==> config.mk <==
export PLATFORM = sky130hd
export DESIGN_NAME = dice_roll_arbiter
export DESIGN_NICKNAME = d
export VERILOG_FILES = /design/src/rtl/dice_roll_arbiter.sv
export SDC_FILE = /design/constraint.sdc
export NUM_CORES = 1
export LEC_CHECK = 0
export ABC_CLOCK_PERIOD_IN_PS = 2000
export CAP_MARGIN = 0
export CORE_ASPECT_RATIO = 1.75
export CORE_UTILIZATION = 47
export CTS_CLUSTER_SIZE = 16
export DETAILED_ROUTE_END_ITERATION = 7
export PLACE_DENSITY = 0.73
export SLEW_MARGIN = 20
export SYNTH_ARGS = -nofsm -noshare
export SYNTH_HDL_FRONTEND = slang
export SYNTH_SLANG_ARGS = --single-unit
==> constraint.sdc <==
create_clock -name clock -period 2 [get_ports clock]
set_clock_uncertainty 0.2 [all_clocks]
set_input_delay 0.5 -clock clock [delete_from_list [all_inputs] [get_ports clock]]
set_output_delay 0.5 -clock clock [all_outputs]
set_load 0.01 [all_outputs]
==> src/rtl/dice_roll_arbiter.sv <==
// Round-robin shared dice-roll engine: LFSR sample reduced modulo die size by repeated subtraction.
// Optional statistics outputs (roll_count, last_crit) are enabled by defining DICE_ARB_STATS_EN.
//
// state    | meaning
// ---------+----------------------------------------------------------
// S_IDLE   | waiting for any req; picks the next winner round-robin
// S_LOAD   | grant pulse; capture sample and die size for the winner
// S_REDUCE | subtract sides from rem until rem < sides
// S_DONE   | result_valid pulse, then back to idle
module dice_roll_arbiter #(
   parameter int          NUM_PLAYERS = 4,
   parameter logic [15:0] SEED        = 16'hACE1
) (
   input  logic                           clock,
   input  logic                           reset,
   input  logic [NUM_PLAYERS-1:0]         req,
   input  logic [2*NUM_PLAYERS-1:0]       die_sel,
   input  logic                           test_mode,
   input  logic [7:0]                     test_sample,
   output logic [NUM_PLAYERS-1:0]         grant,
   output logic                           busy,
   output logic [7:0]                     result,
`ifdef DICE_ARB_STATS_EN
   output logic [15:0]                    roll_count,
   output logic [0:0]                     last_crit,
`endif
   output logic                           result_valid,
   output logic [$clog2(NUM_PLAYERS)-1:0] result_owner
);

   localparam int               IDX_W    = $clog2(NUM_PLAYERS);
   localparam logic [15:0]      SEED_EFF = (SEED == 16'h0000) ? 16'h0001 : SEED;
   localparam logic [IDX_W-1:0] LAST_IDX = IDX_W'(NUM_PLAYERS - 1);

   typedef enum logic [1:0] {
      S_IDLE,
      S_LOAD,
      S_REDUCE,
      S_DONE
   } state_t;

   state_t           state_q, state_d;
   logic [15:0]      lfsr_q, lfsr_d;
   logic [IDX_W-1:0] win_q, win_d;
   logic [IDX_W-1:0] last_q, last_d;
   logic [IDX_W-1:0] owner_q, owner_d;
   logic [7:0]       rem_q, rem_d;
   logic [7:0]       sides_q, sides_d;
   logic [7:0]       result_q, result_d;
   logic [IDX_W-1:0] pick;
   logic [IDX_W-1:0] pick_idx;
   logic             pick_found;
   logic [1:0]       die_code;
   int               idx;

   // Search upward from the player after the last winner, wrapping once around.
   always_comb begin
      pick       = '0;
      pick_found = 1'b0;
      pick_idx   = '0;
      idx        = 0;
      for (int i = 1; i <= NUM_PLAYERS; i++) begin
         idx      = (int'(last_q) + i) % NUM_PLAYERS;
         pick_idx = IDX_W'(idx);
         if (!pick_found && req[pick_idx]) begin
            pick       = pick_idx;
            pick_found = 1'b1;
         end
      end
   end

   assign die_code = die_sel[{win_q, 1'b0} +: 2];

   always_comb begin
      state_d  = state_q;
      lfsr_d   = lfsr_q[0] ? ((lfsr_q >> 1) ^ 16'hB400) : (lfsr_q >> 1);
      win_d    = win_q;
      last_d   = last_q;
      owner_d  = owner_q;
      rem_d    = rem_q;
      sides_d  = sides_q;
      result_d = result_q;
      grant    = '0;
      case (state_q)
         S_IDLE: begin
            if (pick_found) begin
               win_d   = pick;
               last_d  = pick;
               state_d = S_LOAD;
            end
         end
         S_LOAD: begin
            grant[win_q] = 1'b1;
            rem_d        = test_mode ? test_sample : lfsr_q[7:0];
            case (die_code)
               2'b00:   sides_d = 8'd4;
               2'b01:   sides_d = 8'd6;
               2'b10:   sides_d = 8'd8;
               default: sides_d = 8'd20;
            endcase
            state_d = S_REDUCE;
         end
         S_REDUCE: begin
            if (rem_q >= sides_q) begin
               rem_d = rem_q - sides_q;
            end else begin
               result_d = rem_q + 8'd1;
               owner_d  = win_q;
               state_d  = S_DONE;
            end
         end
         S_DONE: begin
            state_d = S_IDLE;
         end
         default: begin
            state_d = S_IDLE;
         end
      endcase
   end

   always_ff @(posedge clock) begin
      if (reset) begin
         state_q  <= S_IDLE;
         lfsr_q   <= SEED_EFF;
         win_q    <= '0;
         last_q   <= LAST_IDX;
         owner_q  <= '0;
         rem_q    <= '0;
         sides_q  <= '0;
         result_q <= '0;
      end else begin
         state_q  <= state_d;
         lfsr_q   <= lfsr_d;
         win_q    <= win_d;
         last_q   <= last_d;
         owner_q  <= owner_d;
         rem_q    <= rem_d;
         sides_q  <= sides_d;
         result_q <= result_d;
      end
   end

   assign busy         = (state_q != S_IDLE);
   assign result_valid = (state_q == S_DONE);
   assign result       = result_q;
   assign result_owner = owner_q;

`ifdef DICE_ARB_STATS_EN
   logic [15:0] roll_count_q, roll_count_d;
   logic        last_crit_q, last_crit_d;

   // A critical roll is the maximum face of the die in use.
   always_comb begin
      roll_count_d = roll_count_q;
      last_crit_d  = last_crit_q;
      if (state_q == S_DONE) begin
         if (roll_count_q != 16'hFFFF) begin
            roll_count_d = roll_count_q + 16'd1;
         end
         last_crit_d = (result_q == sides_q);
      end
   end

   always_ff @(posedge clock) begin
      if (reset) begin
         roll_count_q <= '0;
         last_crit_q  <= 1'b0;
      end else begin
         roll_count_q <= roll_count_d;
         last_crit_q  <= last_crit_d;
      end
   end

   assign roll_count = roll_count_q;
   assign last_crit  = last_crit_q;
`endif

endmodule

Yosys cells after proc, flatten, opt, wreduce, memory -nomap -nowiden
Index checks and enable logic that the tools add are counted.

Bits in registers: 48. Bits in latches: 0. Memory bits (writable): 0. Bits in read-only memories: 0. Input port bits: 23. Output and inout bits: 16. Logic and storage cells: 74. Memories kept: 0.

Add/sub/neg operators: 6. $mul: 0. Divide/modulo/power cells: 0. Order comparisons: 7. Equality and inequality tests: 8. Shift operators: 1. Mux-type cells: 27. Bitwise logic cells: 2. Reduce and logical (&&, ||, !) cells: 15.

Operator list (number): 16-bit two-way mux (1); 8-bit two-way mux (2); 8-bit case mux with 2 select lines (1); 2-bit by 3-bit less-than comparator with 1-bit output (second input constant) (5); 5-bit case mux with 3 select lines (1); 2-bit two-way mux (6); 1-bit two-way mux (9); 8-bit by 1-bit adder with 8-bit output (second input constant) (1); 1-bit binary-select mux with 2-bit select (4); 8-bit >= comparator (1); 2-bit case mux with 4 select lines (1); 2-bit AND reduction (4); 8-bit by 4-bit indexed part select with 2-bit output (1); 8-bit subtractor (1); 2-bit equality test (second input constant) (3); 2-bit != test (second input constant) (3); 2-bit by 1-bit adder with 2-bit output (second input constant) (2); 2-bit adder (second input constant) (2); 2-bit by 1-bit equality test with 1-bit output (second input constant) (2); 1-bit logical AND (4); 2-bit zero test (2); 4-bit two-way mux (1); 3-bit NOT with 4-bit output (1); 2-bit nonzero test (2); other kinds (4) (6).

Longest topological paths before layout
Word-level depth: 15. Gate-level depth with buffers: 8. Depth with buffers taken out: 8.

Worst setup path after synthesis
OpenSTA, ideal clock, no wires.

Path kind: register to register. From: register rem_q[4]. To: register rem_q[2]. Library setup time: 0.070 ns. Arrival time: 1.899 ns. Required time: 1.730 ns. Slack: -0.169 ns. Cell stages (with the launch flop): 8. Buffers on the path: 1. Period minus slack after synthesis: 2.169 ns. Cell sequence: dfxtp_1 > ha_1 > or4b_4 > or2_0 > buf_2 > nor3_4 > o21ai_0 > a21oi_1.

Longest elaborated chain between the ends: 3.

RTL lines: start, declared (line 47) `logic [7:0] rem_q, rem_d;`; start signal, assigned (line 137) `rem_q <= rem_d;`; 8-bit >= comparator (line 104) `if (rem_q >= sides_q) begin`; 2-bit != test (no source line); 2-bit AND reduction (no source line).

No other way between the ends. A chain may end at the register's enable or synchronous reset.

Final worst setup path
From: register sides_q[4]. To: register rem_q[2].

Longest elaborated chain between the ends: 3.

RTL lines: start, declared (line 48) `logic [7:0] sides_q, sides_d;`; start signal, assigned (line 138) `sides_q <= sides_d;`; 8-bit >= comparator (line 104); 2-bit != test (no source line); 2-bit AND reduction (no source line).

No other way between the ends.

==> flow_summary.yaml <==
status:
  outcome: "finished, violations left"
  violations: "setup timing"
synth:
  synth_top_family_by_area: "simple AND/OR/NAND/NOR gates"
  synthFlopType: "dfxtp_1"
  synthSimpleGateAreaFrac_pct: 21.8
  async_flop_share_pct: 0
  synthTopCellsByCount: "44 x dfxtp_1, 25 x a21oi_1, 20 x nor2_1"
  yosysTopAreaCell: "dfxtp_1"
  synth_compound_area_share_pct: 16.1
  synthMuxAreaShare_pct: 7.33
  yosysMostFrequentCell: "dfxtp_1"
  synthesis.nets: 275
  syn-mean-instance-area_um2: 8.88
  synthTopCellsByArea: "dfxtp_1 41%, a21oi_1 5.8%, ha_1 5.2%, mux2i_1 4.2%, nor2_1 3.5%"
  yosys.area_share.xor_xnor_pct: 3.67
  yosys_warnings: 0
  syn_inst: 242
  synthAdderAreaFrac_pct: 6.17
  synth_top_area_share_pct: 41.0
  synth-edff-count: 0
  netlist_area_mm2: 0.00215
  ys_ff_latch: 44
  ys_seq_area_share_pct: 41.0
  synth.distinct_cells: 45
power:
  p_per_area_mw_per_mm2: 1360
  p_leak_nw: 1.29
  ir_drop_mv: 0.998
place:
  place.gp.congestion: 0.790
  portBuffers: 38
  place_hpwl_um: 3770
  place_area_mm2: 0.00293
detailed_routing:
  postRouteAntennaNets: 0
  routed_wl_um: 5140
  dr.pass1.iters: 4
  routedWlPerCell_um: 13.8
  drt_iter0_drc: 31
  route.detailed.drc: 0
  vias: 1950
  vias_per_cell: 5.24
clocking:
  insertion_delay_ps: 300
  cts_buffer_depth: 2
  ctsHoldBuffers: 0
  clkSinkCount: 44
  cts-htree-levels: 2
  cts_tree: "yes"
  cts_buffers: 5
  clk_pin_slew_worst_paths_ps: 80
  cts-root-buf: "clkbuf_8"
critical_path:
  start_kind: "register"
  r2r_start: "sides_q[4]"
  crit_path_start: "sides_q[4]"
  worstPathRequired_ps: 1990
  r2r-end: "rem_q[2]"
  critPathMaxFanout: 8
  critPathKind: "reg -> reg"
  worstSetupEndpointType: "register"
  r2r_setup_slack_ps: -130
  arrival_ps: 2110
  reg2reg_depth: 7
floorplan:
  initial_core_util_pct: 48.8
  ioPinCount: 39
  num_rows: 32
  core_area_mm2: 0.00440
  die_w_um: 53.1
  die_h_um: 91.5
  dieArea_mm2: 0.00486
timing:
  worst_pin_slew_ps: 436
  final.setup.tns_ps: -1230
  fmax_mhz: 470
  final-max-slew-violation-count: 0
  final_hold_viol_count: 0
  finalCriticalPeriod_ps: 2130
  slew_headroom_pct: 70.6
  whs_ps: 214
  rsz0062_at_grt: "true"
  final-setup-viol-count: 17
  fin_crit_sh_pct: 106
  setup_slack_ps: -129
layout:
  diodes: 0
  fin_nets: 355
  area_growth_pct: 46.8
  drive_gt1_share_pct: 31.8
  post-route-cell-area_mm2: 0.00316
min_path:
  hold-path-endpoint: "lfsr_q[7]"
  hold_depth: 1
  holdCritStartpoint: "lfsr_q[8]"
  holdCritPathClass: "reg -> reg"
grt:
  grt_usage_pct: 23.3
  grt_pass1_vias: 1879
  grt_pass1_wl_um: 8310
  grt_max_degree: 30
  antenna_found_initial: 0
  grt_overflow: 0
run:
  max-cap-violations: 0
[power by group]
| group | switching (mW) | internal, mW |
|---|---|---|
| Combinational | 1.16 | 1.25 |
| Sequential | 0.169 | 1.06 |
| Clock | 0.285 | 0.358 |
[cell usage in the layout, fill, tap and decap left out, types with 3 or more instances in the layout]
cell type	n
nand3_1	7
nand2_1	13
nor2_4	3
o21ai_1	5
dfxtp_2	3
dlygate4sd2_1	5
ha_4	4
buf_6	3
dfxtp_1	39
nor2_1	17
a211oi_1	3
o21ai_0	8
o21ai_2	3
clkbuf_8	5
a21oi_2	3
ha_1	5
a21oi_1	22
clkdlybuf4s50_1	28
buf_2	5
buf_4	42
xor2_1	3
mux2i_1	9
or2_2	7
or3_1	5
inv_1	6
xnor2_1	6
nand2b_1	7
nor2b_1	10
[flip-flops by register name (all words and copies together), names as in the netlist]
name          cells
rem_q             8
result            8
lfsr_q           16
win_q             2
sides_q           4
result_owner      2
last_q            2
state_q           2
[worst max path at each step]
stage	to	slack, ps	depth (start not counted)
after floorplan	rem_q[2]	-100	8
after global placement	state_q[0]	-430	6
after detailed placement	state_q[0]	-470	6
after CTS	rem_q[2]	-140	7
after global routing	rem_q[5]	-220	7
final	rem_q[2]	-130	7
[per-layer routing]
metal | share of wire (%) | track usage, % | wire [um] | vias to the layer above
met5 | 0 | 0 | 0 | -
met4 | 2.6 | 9.87 | 135 | 0
met3 | 3.0 | 5.03 | 154 | 11
met2 | 54 | 40.9 | 2750 | 35
met1 | 41 | 25.5 | 2100 | 898
li1 | - | - | - | 1006
[cell families after synthesis]
family,Yosys count
AO/OA/AOI/OAI,59
XOR/XNOR,9
adder cells (fa/ha/maj),10
buffers and inverters,22
flip-flops,44
multiplexers,13
AND/OR/NAND/NOR,85
[worst max-delay path: stages (launching register included)]
cell,delay (ps)
dfxtp_2,340
inv_2,40
ha_4,150
or4b_4,490
or2_4,270
nor3_4,310
or3_1,170
a21oi_1,60
[per-stage QoR]
| step | cells | utilization [%] | setup WS (ps) | total power, mW |
|---|---|---|---|---|
| global route | 372 | 71.6 | -216 | 4.59 |
| global placement | 362 | 66.6 | -429 | 3.34 |
| detailed placement | 362 | 66.6 | -467 | 3.37 |
| finish | 372 | 71.6 | -129 | 4.29 |
| CTS | 371 | 70.5 | -143 | 4.18 |
| floorplan | 242 | - | -100 | 2.38 |
[final cells by class]
type / instances / area (um^2)
clock buffers: 5 / 68.8
clock inverters: 1 / 30.0
fillers: 358 / 1250
inverters: 10 / 42.5
multi-input cells: 176 / 1320
flip-flops and latches: 44 / 892
well taps: 51 / 63.8
repair buffers: 85 / 738
[timing repair]
item	CTS	global route
cloned	0	0
endpoints found under the setup margin	25	22
gates resized for setup	47	17
pin swaps	20	15
setup buffers	3	1
Power figures use the tool's default switching activity.
